[config.mk]
export PLATFORM = sky130hd
export DESIGN_NAME = mem_dump_engine
export DESIGN_NICKNAME = d
export VERILOG_FILES = /design/src/rtl/mem_dump_engine.sv
export SDC_FILE = /design/constraint.sdc
export NUM_CORES = 1
export LEC_CHECK = 0
export BUFFER_PORTS_ARGS = -buffer_cell sky130_fd_sc_hd__buf_2
export CORE_MARGIN = 8
export CORE_UTILIZATION = 40
export DETAILED_ROUTE_END_ITERATION = 10
export MAX_ROUTING_LAYER = met4
export SYNTH_ARGS = -nofsm -noshare
export SYNTH_HDL_FRONTEND = slang
export SYNTH_SLANG_ARGS = --single-unit
[constraint.sdc]
create_clock -name clk -period 4.3 [get_ports clk]
set_input_delay 0.645 -clock clk [delete_from_list [all_inputs] [get_ports clk]]
set_output_delay 0.645 -clock clk [all_outputs]
set_load 0.03 [all_outputs]
[src/rtl/mem_dump_engine.sv]
// mem_dump_engine
//   Streams a contiguous range of BRAM words out over a valid/ready interface.
//   A dump is requested with start_i; base_addr_i and word_count_i are sampled on
//   the accepted start. Reads are issued on a 1-cycle-latency BRAM port and the
//   returned words pass through a 2-entry FIFO so back-pressure on m_ready_i never
//   loses data, while an unstalled sink still receives one beat per cycle.
//
// Ports
//   clk, reset          : clock (rising edge) and asynchronous active-low reset
//   start_i, abort_i    : begin a dump (IDLE only) / cancel an active dump
//   base_addr_i         : first word address
//   word_count_i        : number of words (0 gives an immediate done_o)
//   busy_o, done_o      : dump in progress / one-cycle completion pulse
//   mem_*               : BRAM port-B master (read only; we/rst tied low)
//   m_data_o, m_addr_o  : stream beat payload and its word address
//   m_valid_o, m_ready_i: stream handshake
//   m_last_o            : set on the final beat of the dump
module mem_dump_engine #(
  parameter int unsigned ADDR_WIDTH = 15,
  parameter int unsigned DATA_WIDTH = 32
) (
  input  logic                  clk,
  input  logic                  reset,
  input  logic                  start_i,
  input  logic                  abort_i,
  input  logic [ADDR_WIDTH-1:0] base_addr_i,
  input  logic [ADDR_WIDTH:0]   word_count_i,
  output logic                  busy_o,
  output logic                  done_o,
  output logic [ADDR_WIDTH-1:0] mem_addr_o,
  output logic                  mem_en_o,
  output logic [3:0]            mem_we_o,
  output logic                  mem_rst_o,
  input  logic [DATA_WIDTH-1:0] mem_data_i,
  output logic [DATA_WIDTH-1:0] m_data_o,
  output logic [ADDR_WIDTH-1:0] m_addr_o,
  output logic                  m_valid_o,
  input  logic                  m_ready_i,
  output logic                  m_last_o
);

  typedef enum logic [1:0] {StIdle, StRun, StDrain} state_e;

  state_e                state_q;
  logic [ADDR_WIDTH-1:0] rd_addr_q;    // next address to read
  logic [ADDR_WIDTH:0]   remain_q;     // reads still to issue
  logic                  done_q;

  // Read in flight: BRAM sampled the address last edge, data arrives this cycle.
  logic                  rd_pend_q;
  logic [ADDR_WIDTH-1:0] pend_addr_q;
  logic                  pend_last_q;

  // 2-entry FIFO holding data, its word address and the last-beat flag.
  logic [DATA_WIDTH-1:0] fifo_data_q [2];
  logic [ADDR_WIDTH-1:0] fifo_addr_q [2];
  logic [1:0]            fifo_last_q;
  logic                  wr_ptr_q;
  logic                  rd_ptr_q;
  logic [1:0]            fifo_cnt_q;

  logic       abort_act;
  logic       fifo_push;
  logic       fifo_pop;
  logic [2:0] fill;
  logic       can_issue;
  logic       issue;
  logic       last_issue;

  always_comb begin
    abort_act  = abort_i && (state_q != StIdle);
    fifo_pop   = (fifo_cnt_q != 2'd0) && m_ready_i && !abort_act;
    fifo_push  = rd_pend_q && !abort_act;
    // Occupancy plus the read whose data lands at the next edge.
    fill       = {1'b0, fifo_cnt_q} + {2'b00, rd_pend_q};
    // A new read lands two edges from now; only allow it if a slot is
    // guaranteed, counting a pop happening this cycle as a freed slot.
    can_issue  = (fill < 3'd2) || ((fill == 3'd2) && fifo_pop);
    issue      = (state_q == StRun) && can_issue && !abort_act;
    last_issue = (remain_q == (ADDR_WIDTH + 1)'(1));
  end

  always_ff @(posedge clk or negedge reset) begin
    if (!reset) begin
      state_q     <= StIdle;
      rd_addr_q   <= '0;
      remain_q    <= '0;
      done_q      <= 1'b0;
      rd_pend_q   <= 1'b0;
      pend_addr_q <= '0;
      pend_last_q <= 1'b0;
      for (int i = 0; i < 2; i++) begin
        fifo_data_q[i] <= '0;
        fifo_addr_q[i] <= '0;
      end
      fifo_last_q <= '0;
      wr_ptr_q    <= 1'b0;
      rd_ptr_q    <= 1'b0;
      fifo_cnt_q  <= 2'd0;
    end else begin
      done_q <= 1'b0;
      if (abort_act) begin
        // Abort wins over start and any beat transfer; in-flight data is dropped.
        state_q    <= StIdle;
        rd_pend_q  <= 1'b0;
        wr_ptr_q   <= 1'b0;
        rd_ptr_q   <= 1'b0;
        fifo_cnt_q <= 2'd0;
      end else begin
        unique case (state_q)
          StIdle: begin
            if (start_i) begin
              if (word_count_i == '0) begin
                done_q <= 1'b1;
              end else begin
                rd_addr_q <= base_addr_i;
                remain_q  <= word_count_i;
                state_q   <= StRun;
              end
            end
          end
          StRun: begin
            if (issue) begin
              rd_addr_q <= rd_addr_q + ADDR_WIDTH'(1);
              remain_q  <= remain_q - (ADDR_WIDTH + 1)'(1);
              if (last_issue) begin
                state_q <= StDrain;
              end
            end
          end
          StDrain: begin
            if (fifo_pop && fifo_last_q[rd_ptr_q]) begin
              state_q <= StIdle;
              done_q  <= 1'b1;
            end
          end
          default: state_q <= StIdle;
        endcase

        rd_pend_q <= issue;
        if (issue) begin
          pend_addr_q <= rd_addr_q;
          pend_last_q <= last_issue;
        end

        if (fifo_push) begin
          fifo_data_q[wr_ptr_q] <= mem_data_i;
          fifo_addr_q[wr_ptr_q] <= pend_addr_q;
          fifo_last_q[wr_ptr_q] <= pend_last_q;
          wr_ptr_q              <= ~wr_ptr_q;
        end
        if (fifo_pop) begin
          rd_ptr_q <= ~rd_ptr_q;
        end
        case ({fifo_push, fifo_pop})
          2'b10:   fifo_cnt_q <= fifo_cnt_q + 2'd1;
          2'b01:   fifo_cnt_q <= fifo_cnt_q - 2'd1;
          default: fifo_cnt_q <= fifo_cnt_q;
        endcase
      end
    end
  end

  assign busy_o     = (state_q != StIdle);
  assign done_o     = done_q;
  assign mem_en_o   = issue;
  assign mem_addr_o = rd_addr_q;
  assign mem_we_o   = 4'b0000;
  assign mem_rst_o  = 1'b0;
  assign m_valid_o  = (fifo_cnt_q != 2'd0);
  assign m_data_o   = fifo_data_q[rd_ptr_q];
  assign m_addr_o   = fifo_addr_q[rd_ptr_q];
  assign m_last_o   = m_valid_o && fifo_last_q[rd_ptr_q];

endmodule

Word level (Yosys, flattened, before mapping)
Index checks and enable logic that the tools add are counted.
Word-level totals
  register bits: 151
  output and inout bits: 72
  logic and storage cells: 115
Operators by class
  $add $sub $neg: 5
  order comparisons: 7
  eq/ne operators: 14
  multiplexer cells: 44
  bitwise gates (word level): 5
  reductions and logical operators: 25
Operators by type and width (number)
  2-to-1 mux 32 bit: 4
  2-to-1 mux 15 bit: 7
  bitwise mux 64 bit: 1
  2-to-1 mux 16 bit: 3
  demux 32 bit (select 1 bit): 1
  case mux 16 bit (2 select lines): 1
  bitwise mux 30 bit: 1
  case mux 15 bit (2 select lines): 1
  == test 16 x 1 -> 1 bit, second input constant: 1
  zero test 16 bit: 1
  subtractor 16 x 1 -> 16 bit, second input constant: 1
  adder 15 x 1 -> 15 bit, second input constant: 1
  demux 15 bit (select 1 bit): 1
  != test 3 bit, second input constant: 5
  2-to-1 mux 2 bit: 7
  2-to-1 mux 1 bit: 12
  logical AND 1 bit: 11
  AND reduction 5 bit: 2
  nonzero test 2 bit: 5
  != test 2 bit, second input constant: 3
  case mux 2 bit (3 select lines): 1
  == test 2 x 1 -> 1 bit, second input constant: 2
  == test 2 bit, second input constant: 2
  >= comparator 2 bit, second input constant: 2
  other kinds (19): 24

Depth between registers and ports, before layout
Gate-level depths: netlist of the first run.
  word-level depth: 11
  mapped depth: 9
  mapped depth without buffers: 8

Worst setup path after synthesis of the first run
No wires, ideal clock.
  path type: reg-to-output
  from: register rd_pend_q
  to: output mem_en_o
  data arrival time: 1778 ps
  path slack: 1877 ps
  cell stages (with the launch flop): 8
  path buffers: 1
  path through: dfrtp_1 > ha_1 > ha_1 > nor2_1 > a31oi_1 > or2_2 > inv_1 > buf_2
On the way
  cells in the longest elaborated chain, start to end: 6
  elaborated cells on any way between the ends: 7
Ends and longest elaborated chain
  from (decl): RTL line 50  | logic rd_pend_q;
  from (signal assigned): RTL line 140  | rd_pend_q <= issue;
  adder 2 x 1 -> 3 bit *: RTL line 75  | fill = {1'b0, fifo_cnt_q} + {2'b00, rd_pend_q};
  parallel branches: the longest is 2 deep, another holds less-than comparator 3 x 2 -> 1 bit
  logical OR 1 bit *: RTL line 78  | can_issue = (fill < 3'd2) || ((fill == 3'd2) && fifo_pop);
  logical AND 1 bit * (2 in a row): RTL line 79  | issue = (state_q == StRun) && can_issue && !abort_act;
  to (decl): RTL line 31  | output logic mem_en_o,
Mark *: on every way between the ends.

Worst setup path after layout of the first run
Same ends and word-level chain as after synthesis.

==> metrics.txt, run 1 <==
total design power ~6.8 mW; Die Width roughly 150 um; vias in the first global route 5640; Cells after DPL 956; Met1 Wirelength 8000 um; area leader, netlist dfrtp_1; largest family of logic cells by synthesized area multiplexers; most frequent cells in the layout dfrtp_1 (150), mux2_2 (143), buf_2 (133); I/O Buffers 134; max frequency 0.286 GHz; initial antenna violation count 0; Via density 5.32; Hold WS ~320 ps; gr usage total 0.166; mux cell area share after synthesis 0.230; DR vias 5255; register bit total from synthesis 151; Resize count post-CTS 0; DR pass1 iterations 6; Max Cap Violations 0; clock sink count roughly 150; synth warn 0; Worst Tran Pin Value 1180 ps; Met3 Wirelength between 900 and 1000 um; Final Slew Violations 0; clock insertion delay at the later pin of the skew report roughly 420 ps; global placement routability congestion 0.834; Die ar. 22400 um^2; layout cells sized above 1 0.430; status completed; EDFF count, synth 0; clock root buffer clkbuf_16; RSZ-0062 raised after global routing false; DRC violations left 0; Layout area overhead 20.8%; r2r worst-path depth 7; Synth Area in XOR/XNOR 0.00491; maximum VDD drop 0.346 mV; syn_area_per_cell 11.5 um^2; diode count 0; crit-path cells ha_1 > inv_1 > ha_1 > a31oi_1 > or2_2 > inv_1 > buf_2; Setup Skew 11.5 ps; final instance area 8620 um^2; Post-CTS Setup Bufs 0; startpoint types register; leakage 3.99 nW; crit path max-delay cell type or2_2; IO Pins 140; largest net degree at the start of global routing between 90 and 100; Final Cycle Share 0.813; final core occ 0.486; Net count, final 820; Hold Fails Final Rpt 0; post-synthesis adder-cell area fraction 0.0105; average routed wire per standard cell 17.7 um; CTS H-tree depth 4; met2 WL post-DR 8420 um; Initial Utilization 0.403; Simple-Gate Fraction of Synth Area 0.102; starting DRC count in detailed routing between 200 and 300; CTS tree yes; Final Critical Period ~3500 ps; FFs w/ async S/R, synth 1.00; fin cells 987; filler instances 1667; Cell Pwr Density 793 nW/um^2; Congestion Overflow GR 0; first-pass GRT wire length roughly 29000 um; Core Rows 49; clk buf depth 2; Setup-failing EPs final 0; core region area between 15000 and 20000 um^2; Mapped Area 7140 um^2; max layer used met4; CP required ~3700 ps; number of routed nets with antenna violations 0; cts hold-fix bufs 0; clk slew on worst S/H paths 60 ps; Die Y between 100 and 150 um; crit path max fanout 20; WL final 17500 um; placed instance area between 7000 and 8000 um^2; Hold Crit Class input port to asynchronous set/reset pin; sequential area share after synthesis 0.529; critical path class register to output pin; pre-CTS setup slack 1270 ps; Critical Path End Type output pin; Post-Syn Instances 621; Max stage delay on crit path 500 ps; Main synth FF type dfrtp_1; Worst Setup Slack, final 805 ps; post-DP HPWL between 10000 and 15000 um; Data arrival, critical path 2850 ps; dominant cells by area after synthesis dfrtp_1 (53%), mux2_2 (23%), nand2_1 (3.9%), o21ai_0 (2.2%), a21oi_1 (2.0%); Num CTS Buffers 17; Fin Setup TNS 0 ps; Compound-Gate Fraction of Synth Area 0.0901; post-synth top area share 0.529; Synth cell types 54; commonest non-fill, non-tap cell in the layout dfrtp_1; Slew headroom 0.215
[final cells by class]
| type | instances | area [um^2] | area share |
|---|---|---|---|
| inverter | 10 | 37.5 | 0.00436 |
| timing repair buffer | 143 | 744 | 0.0864 |
| multi-input combinational | 423 | 3150 | 0.365 |
| clock inverter | 9 | 148 | 0.0171 |
| clock buffer | 22 | 474 | 0.0550 |
| tap | 229 | 287 | 0.0332 |
| sequential | 151 | 3780 | 0.439 |
[worst paths after layout]
| path | slack (ps) | endpoint | from |
|---|---|---|---|
| worst max register to register | 1440 | remain_q[7] | rd_pend_q |
| worst max-delay path | 800 | mem_en_o | rd_pend_q |
| worst min register to register | 500 | remain_q[15] | remain_q[15] |
| min in group clk | 470 | fifo_data_q[31] | mem_data_i[31] |
| worst min-delay path | 320 | fifo_data_q[14] | reset |
| max in group asynchronous | 3050 | fifo_data_q[28] | reset |
[registers in the layout, indices dropped and copies added (netlist names)]
name / flops
rd_ptr_q: 1
fifo_last_q: 2
pend_last_q: 1
fifo_data_q: 64
wr_ptr_q: 1
state_q: 2
mem_addr_o: 15
remain_q: 16
fifo_cnt_q: 2
pend_addr_q: 15
done_o: 1
rd_pend_q: 1
fifo_addr_q: 30
[where the power goes]
part / total, mW / switching (mW) / leakage (nW) / internal (mW)
Clock: 1.56 / 0.552 / 0.306 / 1.01
Sequential: 2.57 / 0.504 / 1.84 / 2.06
Combinational: 2.71 / 1.57 / 1.85 / 1.14
Total: 6.83 / 2.62 / 3.99 / 4.21
[synthesized netlist by cell type (4+ instances only)]
cell and number:
dfrtp_1 151, mux2_2 143, nand2_1 74, nor2_1 34, o21ai_0 31, a21oi_1 29, buf_2 18, clkbuf_1 14
inv_1 10, nor3_1 9, nand3_1 8, a31oi_1 7, nor4_1 7, ha_1 6, buf_4 5, o22ai_1 5
nand4_1 4, o21a_1 4, o22a_1 4
[cell families after synthesis]
group                      Yosys count
adders and majority gates            6
buffers and inverters               51
DFF                                151
xor gates and xnor gates             4
and+or+nand+nor                    158
AOI/OAI and AO/OA                  104
muxes                              146
other                                1
[per-layer routing]
layer | vias to the layer above | global-route usage
met1 | 2623 | 0.209
li1 | 2471 | -
met5 | - | -
met2 | 146 | 0.263
met4 | 0 | 0.0444
met3 | 15 | 0.0405
[critical path, delay by kind of cell (launching register included)]
kind | cells | cell delay (ps)
buffers and inverters | 3 | 800
adders and majority gates | 2 | 510
and+or+nand+nor | 1 | 500
DFF | 1 | 480
AOI/OAI and AO/OA | 1 | 150
Power figures use the tool's default switching activity.
==> run 2: changes to the inputs <==
- clock period: 4.3 -> 3.1 ns (I/O delays scaled with it)
==> metrics.txt, run 2 (synthesized netlist as in run 1, its figures left out) <==
final instance area 8700 um^2 (+0.93%); Critical Path End Type output pin; placed instance area 8060 um^2 (+0.75%); core region area 17700 um^2 (unchanged); Worst Setup Slack, final 337 ps (-468 ps); Cells after DPL 959 (+0.31%); global placement routability congestion 0.837 (+0.37%); Setup Skew 4.35 ps (-7.15 ps); post-DP HPWL 12500 um (+1.6%); DR pass1 iterations 4 (-2); Initial Utilization 0.403 (unchanged); area occupied by multi-input gates 3150 um^2 (unchanged); IO Pins 140 (unchanged); average routed wire per standard cell 17.8 um (+0.49%); filler instances 1642 (-1.5%); Setup-failing EPs final 0 (unchanged); worst hold stages 2; max reg flops 64 (unchanged); r2r worst-path depth 8 (+1); Cell Pwr Density 1100 nW/um^2 (+38%); number of routed nets with antenna violations 0 (unchanged); diode count 0 (unchanged); layout cells sized above 1 0.432 (+0.00168); Core Rows 49 (unchanged); FF-to-FF End remain_q[11]; hold-critical path endpoint fifo_data_q[29]; Layout area overhead 21.9%; Die ar. 22400 um^2 (unchanged); clk buf depth 2 (unchanged); initial antenna violation count 0 (unchanged); starting DRC count in detailed routing 218 (-23%); pre-CTS setup slack 784 ps (-488 ps); Hold Crit Class input port to register; Final Cycle Share 0.891; maximum VDD drop 0.617 mV (+78%); gr usage total 0.167 (+0.000566); Post-CTS Setup Bufs 0 (unchanged); status completed; largest net degree at the start of global routing 73 (-26%); I/O Buffers 134 (unchanged); startpoint types register; total design power 9.55 mW (+40%); WL final 17700 um (+0.90%); biggest regs fifo_data_q x64, fifo_addr_q x30, remain_q x16; clock insertion delay at the later pin of the skew report 410 ps (about the same); fin cells 991 (+0.41%); crit path max fanout 6 (-70%); leakage 4.03 nW (+1.0%); Worst Tran Pin Value 1060 ps (-116 ps); Resize count post-CTS 0 (unchanged); FF-to-FF setup slack 790 ps (-650 ps); Final Slew Violations 0 (unchanged); CTS H-tree depth 4 (unchanged); DRC violations left 0 (unchanged); Max Cap Violations 0 (unchanged); Top reg by flops fifo_data_q; vias in the first global route 5574 (-1.2%); CP required 2630 ps (-1020 ps); Slew headroom 0.292 (+0.0771); min-delay src mem_data_i[29]; most frequent cells in the layout dfrtp_1 (150), mux2_2 (143), buf_2 (133); Critical R2R Launch rd_pend_q; clock sink count 151 (unchanged); Via density 5.24 (-1.6%); Num CTS Buffers 17 (unchanged); Fin Setup TNS 0 ps (unchanged); Die Width 150 um (unchanged); Congestion Overflow GR 0 (unchanged); commonest non-fill, non-tap cell in the layout dfrtp_1; Data arrival, critical path 2300 ps (-550 ps); Hold Fails Final Rpt 0 (unchanged); DR vias 5191 (-1.2%); clk slew on worst S/H paths 60 ps (about the same); Final Critical Period 2760 ps; FF/Latch Area 3780 um^2 (unchanged); RSZ-0062 raised after global routing false; CTS tree yes; first-pass GRT wire length 28800 um (-0.95%); clock root buffer clkbuf_16; Die Y 150 um (unchanged); Net count, final 824 (+0.49%); max frequency 0.362 GHz; critical path class register to output pin
-- run 2: cell count changes in the layout (fill, tap and decap cells not counted), sizes merged --
| cell | delta |
|---|---|
| dlygate4sd3 | +1 |
| clkbuf | +1 |
| buf | +3 |
| clkinvlp | -1 |
-- run 2: how the worst max path moves through the flow --
stage / from / end / cells past startpoint
6_report: rd_pend_q / mem_en_o / 7
5_1_grt: rd_pend_q / mem_en_o / 7
4_1_cts: rd_pend_q / mem_en_o / 7
3_5_place_dp: rd_pend_q / mem_en_o / 7
3_3_place_gp: rd_pend_q / mem_en_o / 7
2_1_floorplan: rd_pend_q / mem_en_o / 7
-- run 2: area by class of cell --
type,count,area share
clock buffers,23,0.0561
clock inverters,8,0.0165
inverters,10,0.00432
multi-input cells,423,0.362
flip-flops and latches,151,0.435
well taps,229,0.0329
repair buffers,147,0.0936
-- run 2: routing by layer --
layer,GRT usage,wire length [um],vias up,share of wire
met3,0.0375,943,22,0.053
met2,0.256,8230,146,0.47
li1,-,-,2469,-
met4,0.0525,281,0,0.016
met5,-,0,-,0
met1,0.215,8210,2554,0.46
-- run 2: per-stage QoR --
stage / utilization / hold WS [ps]
2_1_floorplan: - / 169
3_3_place_gp: 0.455 / 401
6_report: 0.491 / 296
5_1_grt: 0.491 / 274
3_5_place_dp: 0.455 / 404
4_1_cts: 0.491 / 273
-- run 2: critical path, cell delays in order, from the launching register on --
cell	delay, ps
dfrtp_1	460
ha_1	260
ha_1	180
nor2_1	110
a31oi_1	180
or2_2	350
inv_1	130
buf_2	220
-- run 2: timing repair --
action | CTS | global route
hold buffers | 1 | 0
endpoints found under the hold margin | 40 | 0
setup endpoints to repair | 0 | 0
-- run 2: power breakdown --
part           total, mW  internal, mW  switching [mW]
Sequential          3.53          2.86           0.674
Combinational       3.83          1.61            2.21
Clock               2.19          1.43           0.759
Total               9.55          5.90            3.65
